`config.mk`:
```
export PLATFORM = sky130hd
export DESIGN_NAME = reply_assemble
export DESIGN_NICKNAME = d
export VERILOG_FILES = /design/src/rtl/slowctrl_pkg.sv /design/src/rtl/sca_reply_latch.sv /design/src/rtl/reply_assemble.sv
export SDC_FILE = /design/constraint.sdc
export NUM_CORES = 1
export LEC_CHECK = 0
export CAP_MARGIN = 20
export CELL_PAD_IN_SITES_DETAIL_PLACEMENT = 2
export CELL_PAD_IN_SITES_GLOBAL_PLACEMENT = 2
export CORE_ASPECT_RATIO = 0.8
export CORE_MARGIN = 3
export CORE_UTILIZATION = 30
export CTS_CLUSTER_DIAMETER = 60
export DETAILED_ROUTE_END_ITERATION = 16
export GPL_TIMING_DRIVEN = 1
export PLACE_DENSITY_LB_ADDON = 0.12
export SLEW_MARGIN = 5
export SYNTH_ARGS = -nofsm -noshare
export SYNTH_HDL_FRONTEND = slang
export SYNTH_SLANG_ARGS = --single-unit
```
`constraint.sdc`:
```
create_clock -name clk -period 3.87 [get_ports clk]
set_input_delay 0.387 -clock clk [delete_from_list [all_inputs] [get_ports clk]]
set_output_delay 0.387 -clock clk [all_outputs]
set_load 0.03 [all_outputs]
```
`src/rtl/slowctrl_pkg.sv`:
```
// Shared slow-control word layout: type bits, field offsets, word builders.
// Used by both the command decoder and the reply packer.
package slowctrl_pkg;

  localparam int NUM_SCA = 3;

  localparam int IC_TYPE_BIT  = 159;
  localparam int SCA_HDR_BIT  = 158;
  localparam int SCA_TYPE_BIT = 79;
  localparam int IDX_LSB      = 152;

  localparam int IC_CNT_MSB = 156;
  localparam int IC_CNT_LSB = 152;
  localparam int GBTX_LSB   = 144;
  localparam int REGA_LSB   = 128;

  localparam int SCA_ADDR_LSB = 64;
  localparam int SCA_TRID_LSB = 56;
  localparam int SCA_CHAN_LSB = 48;
  localparam int SCA_LEN_LSB  = 40;
  localparam int SCA_ERR_LSB  = 32;

  typedef struct packed {
    logic [7:0]  addr;
    logic [7:0]  trans_id;
    logic [7:0]  channel;
    logic [7:0]  len;
    logic [7:0]  error;
    logic [31:0] data;
  } sca_fields_t;

  function automatic logic [159:0] sca_word(
    input sca_fields_t f,
    input logic [1:0]  idx
  );
    logic [159:0] w;
    w = '0;
    w[SCA_HDR_BIT] = 1'b1;
    w[IDX_LSB +: 2] = idx;
    w[SCA_TYPE_BIT] = 1'b1;
    w[SCA_ADDR_LSB +: 8] = f.addr;
    w[SCA_TRID_LSB +: 8] = f.trans_id;
    w[SCA_CHAN_LSB +: 8] = f.channel;
    w[SCA_LEN_LSB +: 8] = f.len;
    w[SCA_ERR_LSB +: 8] = f.error;
    w[31:0] = f.data;
    return w;
  endfunction

  function automatic logic [159:0] ic_word(
    input logic [4:0]   cnt,
    input logic [7:0]   gbtx,
    input logic [15:0]  reg_addr,
    input logic [127:0] bytes
  );
    logic [159:0] w;
    w = '0;
    w[IC_TYPE_BIT] = 1'b1;
    w[IC_CNT_MSB:IC_CNT_LSB] = cnt;
    w[GBTX_LSB +: 8] = gbtx;
    w[REGA_LSB +: 16] = reg_addr;
    w[127:0] = bytes;
    return w;
  endfunction

endpackage

```
`src/rtl/sca_reply_latch.sv`:
```
// Holds the latest reply from one SCA until the packer emits it.
// Overwriting an unemitted reply raises a sticky overrun flag.
module sca_reply_latch
  import slowctrl_pkg::*;
(
  input  logic        clk,
  input  logic        rst,
  input  logic        capture_i,
  input  sca_fields_t fields_i,
  input  logic        clear_i,
  output sca_fields_t fields_o,
  output logic        pending_o,
  output logic        overrun_o
);

  sca_fields_t fields_q;
  logic        pending_q;
  logic        overrun_q;

  always_ff @(posedge clk) begin
    if (rst) begin
      fields_q  <= '0;
      pending_q <= 1'b0;
      overrun_q <= 1'b0;
    end else begin
      if (capture_i) fields_q <= fields_i;
      // capture wins over a same-cycle clear
      pending_q <= capture_i | (pending_q & ~clear_i);
      if (capture_i && pending_q && !clear_i) overrun_q <= 1'b1;
    end
  end

  assign fields_o  = fields_q;
  assign pending_o = pending_q;
  assign overrun_o = overrun_q;

endmodule

```
`src/rtl/reply_assemble.sv`:
```
// Packs IC read-back bytes and SCA replies into 160-bit data-back words.
// Fixed priority IC > SCA0 > SCA1 > SCA2; one word per EMIT.
module reply_assemble
  import slowctrl_pkg::*;
#(
  parameter int MAX_BYTES     = 16,
  parameter int DRAIN_TIMEOUT = 255
) (
  input  logic         clk,
  input  logic         rst,
  input  logic         ic_rx_done,
  input  logic [7:0]   ic_rx_nbytes,
  input  logic [7:0]   ic_rx_gbtx_addr,
  input  logic [15:0]  ic_rx_reg_addr,
  input  logic         ic_rfifo_empty,
  output logic         ic_rfifo_rd,
  input  logic [7:0]   ic_rfifo_data,
  input  logic [2:0]   rx_reply_received_i,
  input  logic [23:0]  rx_address,
  input  logic [23:0]  rx_transID,
  input  logic [23:0]  rx_channel,
  input  logic [23:0]  rx_len,
  input  logic [23:0]  rx_error,
  input  logic [95:0]  rx_data,
  input  logic         data_back_full,
  output logic [159:0] data_back,
  output logic         data_back_wr,
  output logic         ic_overrun,
  output logic [2:0]   sca_overrun
);

  localparam logic [1:0] IDLE      = 2'd0;
  localparam logic [1:0] DRAIN     = 2'd1;
  localparam logic [1:0] WAIT_LAST = 2'd2;
  localparam logic [1:0] EMIT      = 2'd3;

  localparam logic [4:0] MAXB = 5'(MAX_BYTES);
  localparam logic [7:0] TMO  = 8'(DRAIN_TIMEOUT);

  logic [1:0]   state_q, state_d;
  logic         ic_pend_q, ic_pend_d;
  logic [7:0]   nbytes_q, nbytes_d;
  logic [7:0]   gbtx_q, gbtx_d;
  logic [15:0]  rega_q, rega_d;
  logic [7:0]   rem_q, rem_d;
  logic [4:0]   slot_q, slot_d;
  logic [7:0]   tmo_q, tmo_d;
  logic [127:0] bytes_q, bytes_d;
  logic         rd_q;
  logic         src_ic_q, src_ic_d;
  logic [1:0]   idx_q, idx_d;
  logic [159:0] db_q, db_d;
  logic         ovr_q, ovr_d;

  sca_fields_t        f_in [NUM_SCA];
  sca_fields_t        f_q  [NUM_SCA];
  logic [NUM_SCA-1:0] pend;
  logic [NUM_SCA-1:0] clr;
  logic [1:0]         sca_sel;
  logic [7:0]         rem_eff;
  logic               rd;
  logic               wr;

  for (genvar i = 0; i < NUM_SCA; i++) begin : g_sca
    assign f_in[i] = {rx_address[8*i +: 8],
                      rx_transID[8*i +: 8],
                      rx_channel[8*i +: 8],
                      rx_len[8*i +: 8],
                      rx_error[8*i +: 8],
                      rx_data[32*i +: 32]};
    assign clr[i] = wr && !src_ic_q && (idx_q == 2'(i));

    sca_reply_latch u_latch (
      .clk       (clk),
      .rst       (rst),
      .capture_i (rx_reply_received_i[i]),
      .fields_i  (f_in[i]),
      .clear_i   (clr[i]),
      .fields_o  (f_q[i]),
      .pending_o (pend[i]),
      .overrun_o (sca_overrun[i])
    );
  end

  always_comb begin
    sca_sel = '0;
    for (int i = NUM_SCA - 1; i >= 0; i--) begin
      if (pend[i]) sca_sel = 2'(i);
    end
  end

  // popping starts in IDLE so the first byte is requested right after done
  assign rem_eff = (state_q == IDLE) ? nbytes_q : rem_q;
  assign rd = ((state_q == IDLE && ic_pend_q) || state_q == DRAIN)
              && !ic_rfifo_empty && rem_eff != 8'd0;
  assign wr = (state_q == EMIT) && !data_back_full;

  always_comb begin
    state_d  = state_q;
    ic_pend_d = ic_pend_q;
    nbytes_d = nbytes_q;
    gbtx_d   = gbtx_q;
    rega_d   = rega_q;
    rem_d    = rem_q;
    slot_d   = slot_q;
    tmo_d    = tmo_q;
    bytes_d  = bytes_q;
    src_ic_d = src_ic_q;
    idx_d    = idx_q;
    db_d     = db_q;
    ovr_d    = ovr_q;

    if (wr && src_ic_q) ic_pend_d = 1'b0;
    if (ic_rx_done) begin
      if (ic_pend_q || state_q == DRAIN) begin
        ovr_d = 1'b1;
      end else begin
        ic_pend_d = 1'b1;
        nbytes_d  = ic_rx_nbytes;
        gbtx_d    = ic_rx_gbtx_addr;
        rega_d    = ic_rx_reg_addr;
      end
    end

    if (state_q == IDLE) begin
      slot_d  = '0;
      bytes_d = '0;
    end else if (rd_q) begin
      if (slot_q < MAXB) begin
        bytes_d[{slot_q[3:0], 3'b000} +: 8] = ic_rfifo_data;
        slot_d = slot_q + 5'd1;
      end else begin
        ovr_d = 1'b1;
      end
    end

    unique case (state_q)
      IDLE: begin
        if (ic_pend_q) begin
          src_ic_d = 1'b1;
          tmo_d    = '0;
          if (nbytes_q == 8'd0) begin
            state_d = EMIT;
            db_d = ic_word(5'd0, gbtx_q, rega_q, '0);
          end else begin
            rem_d = nbytes_q - {7'd0, rd};
            state_d = (rd && nbytes_q == 8'd1) ? WAIT_LAST : DRAIN;
          end
        end else if (|pend) begin
          src_ic_d = 1'b0;
          idx_d    = sca_sel;
          state_d  = EMIT;
          db_d     = sca_word(f_q[sca_sel], sca_sel);
        end
      end
      DRAIN: begin
        if (rd) begin
          rem_d = rem_q - 8'd1;
          tmo_d = '0;
          if (rem_q == 8'd1) state_d = WAIT_LAST;
        end else if (tmo_q == TMO) begin
          state_d = WAIT_LAST;
          ovr_d   = 1'b1;
        end else begin
          tmo_d = tmo_q + 8'd1;
        end
      end
      WAIT_LAST: begin
        state_d = EMIT;
        db_d = ic_word(slot_d, gbtx_q, rega_q, bytes_d);
      end
      EMIT: begin
        if (wr) begin
          state_d = IDLE;
        end else if (!src_ic_q) begin
          // track a stalled SCA latch so an overwrite emits the newer reply
          db_d = sca_word(f_q[idx_q], idx_q);
        end
      end
      default: state_d = IDLE;
    endcase
  end

  always_ff @(posedge clk) begin
    if (rst) begin
      state_q   <= IDLE;
      ic_pend_q <= 1'b0;
      nbytes_q  <= '0;
      gbtx_q    <= '0;
      rega_q    <= '0;
      rem_q     <= '0;
      slot_q    <= '0;
      tmo_q     <= '0;
      bytes_q   <= '0;
      rd_q      <= 1'b0;
      src_ic_q  <= 1'b0;
      idx_q     <= '0;
      db_q      <= '0;
      ovr_q     <= 1'b0;
    end else begin
      state_q   <= state_d;
      ic_pend_q <= ic_pend_d;
      nbytes_q  <= nbytes_d;
      gbtx_q    <= gbtx_d;
      rega_q    <= rega_d;
      rem_q     <= rem_d;
      slot_q    <= slot_d;
      tmo_q     <= tmo_d;
      bytes_q   <= bytes_d;
      rd_q      <= rd;
      src_ic_q  <= src_ic_d;
      idx_q     <= idx_d;
      db_q      <= db_d;
      ovr_q     <= ovr_d;
    end
  end

  assign ic_rfifo_rd  = rd;
  assign data_back_wr = wr;
  assign data_back    = db_q;
  assign ic_overrun   = ovr_q;

endmodule

```
# ---- Word-level counts from Yosys, hierarchy flattened
# Index checks and enable logic that the tools add are counted.
dict set report totals {
  regBits 571
  elab_cells 172
}
dict set report classes {
  add_sub_neg 5
  magnitude_cmp 3
  n_eq_ne 19
  shift 2
  n_mux 53
  bitwise 13
  n_reduce_logical 39
}
# op n
set op_table {}
lappend op_table {{$mux 160} 5}
lappend op_table {{$pmux 160 s3} 1}
lappend op_table {{$mux 128} 3}
lappend op_table {{$bmux 72 s2} 2}
lappend op_table {{$mux 72} 4}
lappend op_table {{$bwmux 128} 1}
lappend op_table {{$shift 8x9->128 const A} 1}
lappend op_table {{$shiftx 8x9->128} 1}
lappend op_table {{$mux 8} 7}
lappend op_table {{$pmux 8 s2} 2}
lappend op_table {{$mux 2} 11}
lappend op_table {{$eq 8x1->1 const B} 2}
lappend op_table {{$logic_and 1x1->1} 16}
lappend op_table {{$mux 5} 3}
lappend op_table {{$mux 1} 13}
lappend op_table {{$ne 2x2->1 const B} 6}
lappend op_table {{$ne 3x2->1 const B} 4}
lappend op_table {{$neg 7->9} 1}
lappend op_table {{$add 8x1->8 const B} 1}
lappend op_table {{$eq 8x8->1 const B} 1}
lappend op_table {{$logic_not 8->1} 1}
lappend op_table {{$pmux 2 s4} 1}
lappend op_table {{$reduce_and 4->1} 2}
lappend op_table {{$reduce_bool 8->1} 1}
lappend op_table {{21 further kinds} 44}

# ---- Depth between registers and ports, before layout
# Gate-level depths: netlist of the first run.
dict set report logic_depth {
  depth_word 10
  depth_mapped 14
}

# ---- Hierarchy
# Synthesis of the first run repeated with hierarchy kept, for this count alone.
dict set report unflattened {
  cells_unflattened 2703
  hier_area_um2 25107.8
}
# module instances cells_per_inst area_per_inst_um2 seq_area_each_um2
set modules_own_cells {}
lappend modules_own_cells {reply_assemble 1 1986 17007.6 6966.7}
lappend modules_own_cells {sca_reply_latch 3 239 2700.1 1481.4}

# ---- Least setup slack after synthesis of the first run
# Ideal clock, no wire load.
dict set report synth_timing {
  path_kind {flip-flop to flip-flop}
  startpoint {register slot_q[0]}
  endpoint {register db_q[25], in the netlist data_back[25]}
  setup_ns 0.134
  t_arrival_ns 2.597
  setup_slack_ns 1.139
  stages_incl_launch_ff 11
  path_buffers 2
  synth_period_minus_slack_ns 2.731
  path_cell_list {dfxtp_1 -> clkbuf_1 -> inv_1 -> ha_1 -> or2_0 -> o32ai_1 -> nor2b_1 -> buf_2 -> mux2_2 -> a221oi_1 -> a211oi_1}
}
dict set report synth_between {
  elab_chain_len 7
  word_cells_on_any_way 9
}
# item line_no
set synth_lines {}
lappend synth_lines {{from (decl)} reply_assemble.sv:46} ;# logic [4:0] slot_q, slot_d;
lappend synth_lines {{from (signal assigned)} reply_assemble.sv:207} ;# slot_q <= slot_d;
lappend synth_lines {{$neg 7->9} reply_assemble.sv:130} ;# bytes_d[{slot_q[3:0], 3'b000} +: 8] = ic_rfifo_data;
lappend synth_lines {{$shiftx 8x9->128 / $shift 8x9->128 (equally long branches)} reply_assemble.sv:130}
lappend synth_lines {{$bwmux 128} reply_assemble.sv:130}
lappend synth_lines {{$mux 128 *} reply_assemble.sv:129} ;# if (slot_q < MAXB) begin
lappend synth_lines {{$mux 128 *} reply_assemble.sv:128} ;# end else if (rd_q) begin
lappend synth_lines {{$mux 128 *} reply_assemble.sv:125} ;# if (state_q == IDLE) begin
lappend synth_lines {{$pmux 160 s3 *} reply_assemble.sv:137} ;# unique case (state_q)
lappend synth_lines {{to (signal assigned)} reply_assemble.sv:198} ;# db_q <= '0;
lappend synth_lines {{to (signal assigned)} reply_assemble.sv:213} ;# db_q <= db_d;
lappend synth_lines {{to (decl)} reply_assemble.sv:52} ;# logic [159:0] db_q, db_d;
# Mark *: on every way between the ends. The rest lies on a longest branch, timed or not.
# A chain may end at the register's enable or synchronous reset.

# ---- Final worst setup path of the first run
dict set report layout_timing {
  startpoint {register state_q[0]}
  endpoint {output port ic_rfifo_rd}
}
dict set report layout_between {
  elab_chain_len 5
  word_cells_on_any_way 8
}
# item line_no
set layout_lines {}
lappend layout_lines {{from (decl)} reply_assemble.sv:40} ;# logic [1:0] state_q, state_d;
lappend layout_lines {{from (signal assigned)} reply_assemble.sv:201} ;# state_q <= state_d;
lappend layout_lines {{branches (longest 4 deep; another with $mux 8)} -}
lappend layout_lines {{$logic_and 1x1->1 *} reply_assemble.sv:95} ;# && !ic_rfifo_empty && rem_eff != 8'd0;
lappend layout_lines {{to (decl)} reply_assemble.sv:16} ;# output logic ic_rfifo_rd,
# Mark *: on every way between the ends.

==> results of run 1 <==
power by group through the flow:
stage	Combinational, uW	Clock (uW)	Sequential (uW)
2_1_floorplan	2830	0	7630
3_3_place_gp	6070	0	7100
3_5_place_dp	6180	0	7130
4_1_cts	6220	6730	7020
5_1_grt	6640	6970	7090
6_report	6170	6560	7020
worst paths after layout:
path,cells after the start,slack (ps),from,end
setup / recovery,7,280,state_q[0],ic_rfifo_rd
hold / removal,2,240,rst,data_back[139]
setup reg to reg,9,490,slot_q[1],data_back[6]
hold reg to reg,2,450,data_back[89],data_back[89]
metal layers:
layer	share of wire (%)	track usage, %	vias to the layer above	wire length [um]
li1	-	-	10355	-
met1	43	29.7	11246	46200
met2	49	41.4	441	52100
met3	4.1	4.49	186	4350
met4	4.0	9.68	4	4240
met5	0.022	0	-	24
cell families (layout without fill, tap and decap cells):
| group | count (synthesis) | after routing | synth area share [%] |
|---|---|---|---|
| AO/OA/AOI/OAI | 528 | 528 | 14.6 |
| XOR/XNOR | 15 | 15 | 0.529 |
| adder cells (fa/ha/maj) | 13 | 13 | 0.655 |
| buffers and inverters | 254 | 622 | 4.10 |
| flip-flops | 570 | 570 | 45.9 |
| multiplexers | 459 | 459 | 18.7 |
| other | 1 | 6 | 0.0151 |
| AND/OR/NAND/NOR | 917 | 917 | 15.5 |
metrics by stage:
stage	util [%]	total power (uW)
floorplan	-	10500
global placement	37.1	13200
detailed placement	37.1	13300
CTS	39.9	20000
global route	39.9	20700
finish	39.9	19700
flip-flops by register name (all words and copies together) (netlist names):
signal                   flops
slot_q                       5
gbtx_q                       8
ic_pend_q                    1
ic_overrun                   1
rega_q                      16
bytes_q                    128
nbytes_q                     8
rd_q                         1
src_ic_q                     1
g_sca.u_latch.pending_o      3
g_sca.u_latch.overrun_o      3
rem_q                        8
tmo_q                        8
state_q                      2
idx_q                        2
g_sca.u_latch.fields_o     216
data_back                  159
layout make-up:
class / count / area share [%]
clock inverter: 15 / 0.509
multi-input combinational: 1933 / 38.5
timing repair buffer: 487 / 14.9
tap: 1092 / 4.21
clock buffer: 100 / 6.41
inverter: 20 / 0.243
antenna: 5 / 0.0386
sequential: 570 / 35.2
critical path, stage by stage, from the launching register on:
cell,delay [ps]
dfxtp_1,370
inv_1,140
ha_2,340
clkinvlp_4,310
nor4_2,440
a211oi_1,130
buf_4,210
clkdlybuf4s50_1,650
placed cells by master, fill, tap and decap left out, types with 11 or more instances in the layout:
master,count
nor2_1,488
a22o_1,13
a31oi_1,13
a22oi_1,26
o22ai_1,67
o21ai_1,29
inv_1,18
clkbuf_8,15
o21a_1,18
a211oi_1,81
a222oi_1,29
ha_1,11
mux2_2,25
buf_4,54
nand2b_1,12
nor3_1,41
nand2_1,249
a21oi_1,99
a311oi_1,13
clkbuf_16,73
clkdlybuf4s50_1,424
o31ai_1,21
dfxtp_1,568
clkbuf_1,12
and2_1,29
and3_1,19
nand3_1,23
o21ai_0,61
mux2i_1,431
==> impl_metrics.json, run 1 <==
{
  "synth_common_cells": "dfxtp_1, nor2_1, mux2i_1, nand2_1, clkbuf_1",
  "root_buffer": "clkbuf_16",
  "syn_inst": 2757,
  "yosysUniqueCellTypes": 76,
  "switching_power_uw": 7300,
  "die_h_um": 263,
  "synth_edf_count": 0,
  "critPathCaptureType": "primary output",
  "vdd_drop_max_mv": 0.491,
  "setup_ws_ps": 281,
  "antenna_found_initial": 7,
  "min_period_ps": 3590,
  "path_max_fanout": 11,
  "avgSynthCellArea_um2": 9.01,
  "port_buffers": 428,
  "power.density_nw_per_um2": 609,
  "synthTopCellsByArea": "dfxtp_1, mux2i_1, nor2_1",
  "finalSetupTns_ps": 0,
  "dr.pass1.iters": 5,
  "overflow": 0,
  "synth_nets": 3034,
  "vias": 22232,
  "avgRoutedWirePerCell_um": 25.3,
  "clockPowerShare_pct": 33.2,
  "ant_nets": 0,
  "grt_start_max_net_pins": 209,
  "design.die.area_um2": 86300,
  "cts_tree": "done",
  "hpwl_um": 75700,
  "final_cells": 4222,
  "grt_setup_unrepaired": "false",
  "nets": 3357,
  "syn2layout_area_growth_pct": 30.6,
  "cts.sinks": 570,
  "yosysTopAreaCellShare_pct": 45.9,
  "start_kind": "register",
  "critical_path_class": "register to primary output",
  "worst_pin_slew_ps": 1220,
  "nFillCells": 8829,
  "cts_max_level": 3,
  "die_x_um": 328,
  "hold_slack_ps": 242,
  "crit_arrival_ps": 3200,
  "core_area_um2": 81200,
  "final_cell_area_um2": 32400,
  "hp-class": "input port to register",
  "p_seq_share_pct": 35.6,
  "clkLatencyLatePin_ps": 620,
  "cts_buffers": 68,
  "setup_viol": 0,
  "rows": 93,
  "gp_congestion": 0.835,
  "yosysWarnings": 0,
  "drcViolationCount": 0,
  "grt_pass1_vias": 24310,
  "p_int_uw": 12400,
  "clk_pin_slew_ps": 60,
  "hold_buffers": 0,
  "synthMostInstantiatedCell": "dfxtp_1",
  "wirelength_um": 107000,
  "syn_area_um2": 24800,
  "cts_setup_buffers": 0,
  "place_inst": 4101,
  "skew_ps": 16.9,
  "ys_ff_latch": 570,
  "viasPerCell": 5.27,
  "synth_async_sr_flop_share_pct": 0,
  "slew_violations": 0,
  "yosysTopAreaCell": "dfxtp_1",
  "seq_area_um2": 11400,
  "p_leak_uw": 0.0124,
  "multi_input_area_um2": 12500,
  "drtIter0Drc": 1078,
  "outcome": "finished clean",
  "fmax_ghz": 0.279,
  "dpl_worst_slack_ps": 576,
  "yosys_most_used_dff": "dfxtp_1",
  "hold_viol_final": 0,
  "drive_above_1_share_pct": 7.62,
  "cts_resized": 0,
  "maxSlewHeadroom_pct": 19.0,
  "dpl_cell_area_um2": 30100,
  "combPwrFrac_pct": 31.2,
  "track_usage_pct": 24.1,
  "seq_area_frac_synth_pct": 45.9,
  "swShare_pct": 37.0,
  "maxCapViolCount": 0,
  "cp_data_required_time_ps": 3480,
  "grt_pass1_wl_um": 158000,
  "io_pins": 430,
  "cts_buffer_depth": 3,
  "period_share_pct": 92.7,
  "initial_core_util_pct": 30.6
}
Note: power is estimated with default switching activity, not from simulation.
==> run 2: changes to the inputs <==
--- a/config.mk
+++ b/config.mk
@@ -9,9 +9,9 @@
 export CELL_PAD_IN_SITES_DETAIL_PLACEMENT = 2
 export CELL_PAD_IN_SITES_GLOBAL_PLACEMENT = 2
 export CORE_ASPECT_RATIO = 0.8
-export CORE_MARGIN = 3
 export CORE_UTILIZATION = 30
 export CTS_CLUSTER_DIAMETER = 60
+export CTS_CLUSTER_SIZE = 25
 export DETAILED_ROUTE_END_ITERATION = 16
 export GPL_TIMING_DRIVEN = 1
 export PLACE_DENSITY_LB_ADDON = 0.12
==> constraint.sdc (replaced) <==
create_clock -name clk -period 4.3 [get_ports clk]
set_input_delay 0.43 -clock clk [delete_from_list [all_inputs] [get_ports clk]]
set_output_delay 0.43 -clock clk [all_outputs]
set_load 0.03 [all_outputs]
==> run 2 against run 1 <==
  * Sequential power fell by 10%
  * Largest power group unchanged
  * Critical path type unchanged
  * Clock power is 25% lower
  * Count of clock-buffer cells in the layout is 49 lower
  * Non-clock buffer count fell by 4
  * Combinational power is 11% lower
  * Global-route usage is 0.25 points higher
==> impl_metrics.json, run 2 (synthesis results as in run 1) <==
{
  "outcome": "finished clean",
  "overflow": 0,
  "cts_tree": "done",
  "p_leak_uw": 0.0121,
  "gp_congestion": 0.910,
  "core_area_um2": 81200,
  "cts_buffers": 48,
  "avgRoutedWirePerCell_um": 24.9,
  "dpl_cell_area_um2": 30100,
  "maxSlewHeadroom_pct": 25.4,
  "grt_setup_unrepaired": "false",
  "slew_violations": 0,
  "grt_pass1_wl_um": 155000,
  "design.die.area_um2": 84000,
  "ant_nets": 0,
  "die_x_um": 324,
  "critPathCaptureType": "primary output",
  "clkLatencyLatePin_ps": 630,
  "drcViolationCount": 0,
  "final_common_cell": "dfxtp_1",
  "wirelength_um": 104000,
  "worst_pin_slew_ps": 1120,
  "dpl_worst_slack_ps": 918,
  "power.density_nw_per_um2": 525,
  "cts_buffer_depth": 3,
  "track_usage_pct": 24.4,
  "drtIter0Drc": 1123,
  "setup_viol": 0,
  "cp_data_required_time_ps": 3870,
  "grt_pass1_vias": 24023,
  "viasPerCell": 5.29,
  "initial_core_util_pct": 30.6,
  "cts_setup_buffers": 0,
  "grt_start_max_net_pins": 152,
  "hp-class": "input port to register",
  "io_pins": 430,
  "largest_reg_flops": 216,
  "period_share_pct": 83.0,
  "final_cell_area_um2": 31800,
  "fmax_ghz": 0.280,
  "critical_path_class": "register to primary output",
  "path_max_fanout": 16,
  "vias": 22160,
  "finalSetupTns_ps": 0,
  "clk_pin_slew_ps": 80,
  "min_period_ps": 3570,
  "hold_slack_ps": 202,
  "rows": 93,
  "port_buffers": 428,
  "skew_ps": 27.0,
  "hold_viol_final": 0,
  "cts.sinks": 570,
  "vdd_drop_max_mv": 0.278,
  "root_buffer": "clkbuf_16",
  "hpwl_um": 74800,
  "start_kind": "register",
  "hold_buffers": 0,
  "die_h_um": 259,
  "dr.pass1.iters": 6,
  "mostFrequentLayoutCells": "dfxtp_1, nor2_1, mux2i_1, clkdlybuf4s50_1, nand2_1",
  "maxCapViolCount": 0,
  "antenna_found_initial": 6,
  "crit_arrival_ps": 3140,
  "cts_max_level": 2,
  "nets": 3333,
  "syn2layout_area_growth_pct": 28.1,
  "cts_resized": 0,
  "setup_ws_ps": 729,
  "drive_above_1_share_pct": 7.08
}
-- run 2: cell count changes in the layout (fill, tap and decap cells not counted), moves of 5 or more --
| cell | before | now |
|---|---|---|
| buf_12 | 8 | 2 |
| clkbuf_1 | 12 | 0 |
| inv_6 | 0 | 5 |
| clkinv_4 | 2 | 7 |
| clkinv_8 | 0 | 9 |
| clkbuf_8 | 15 | 2 |
| clkinv_2 | 7 | 2 |
| inv_8 | 0 | 5 |
| clkbuf_16 | 73 | 49 |
-- run 2: where the power goes --
part	leakage [uW]	internal, uW	switching (uW)
clock network	0.000830	2390	2490
logic	0.00658	1820	3670
registers	0.00466	5820	494
-- run 2: worst paths after layout --
path	cells after the start	startpoint	end	slack, ps
setup / recovery	5	state_q[1]	ic_rfifo_rd	730
hold / removal	2	rst	data_back[140]	200
setup reg to reg	9	slot_q[0]	data_back[5]	880
hold reg to reg	2	data_back[98]	data_back[98]	460
-- run 2: worst max-delay path, stage by stage (launching register included) --
cell	delay, ps
dfxtp_1	380
inv_1	140
ha_1	540
o21ai_0	210
a211oi_1	430
clkdlybuf4s50_1	820
-- run 2: layout make-up --
cell class	instances	area, um2
Fill cell	8851	49400
Clock buffer	51	1250
Tap cell	1092	1370
Sequential cell	570	11400
Timing Repair Buffer	483	4740
Antenna cell	3	7.51
Multi-Input combinational cell	1933	12500
Inverter	20	75.1
Clock inverter	37	469
-- run 2: per-layer routing --
metal  wire [um]  track usage (%)  vias to the layer above
li1            -                -                    10293
met1       45200             29.9                    11387
met2       52300             43.5                      359
met3        4210             4.06                      117
met4        2720             6.80                        4
met5          26                0                        -
-- run 2: stage by stage --
stage / util (%) / total power (uW) / std cells
after detailed placement: 37.0 / 12000 / 4098
after global routing: 39.2 / 17500 / 4189
after CTS: 39.2 / 16900 / 4186
after global placement: 37.0 / 11800 / 4096
final: 39.2 / 16700 / 4189
after floorplan: - / 9410 / 2757
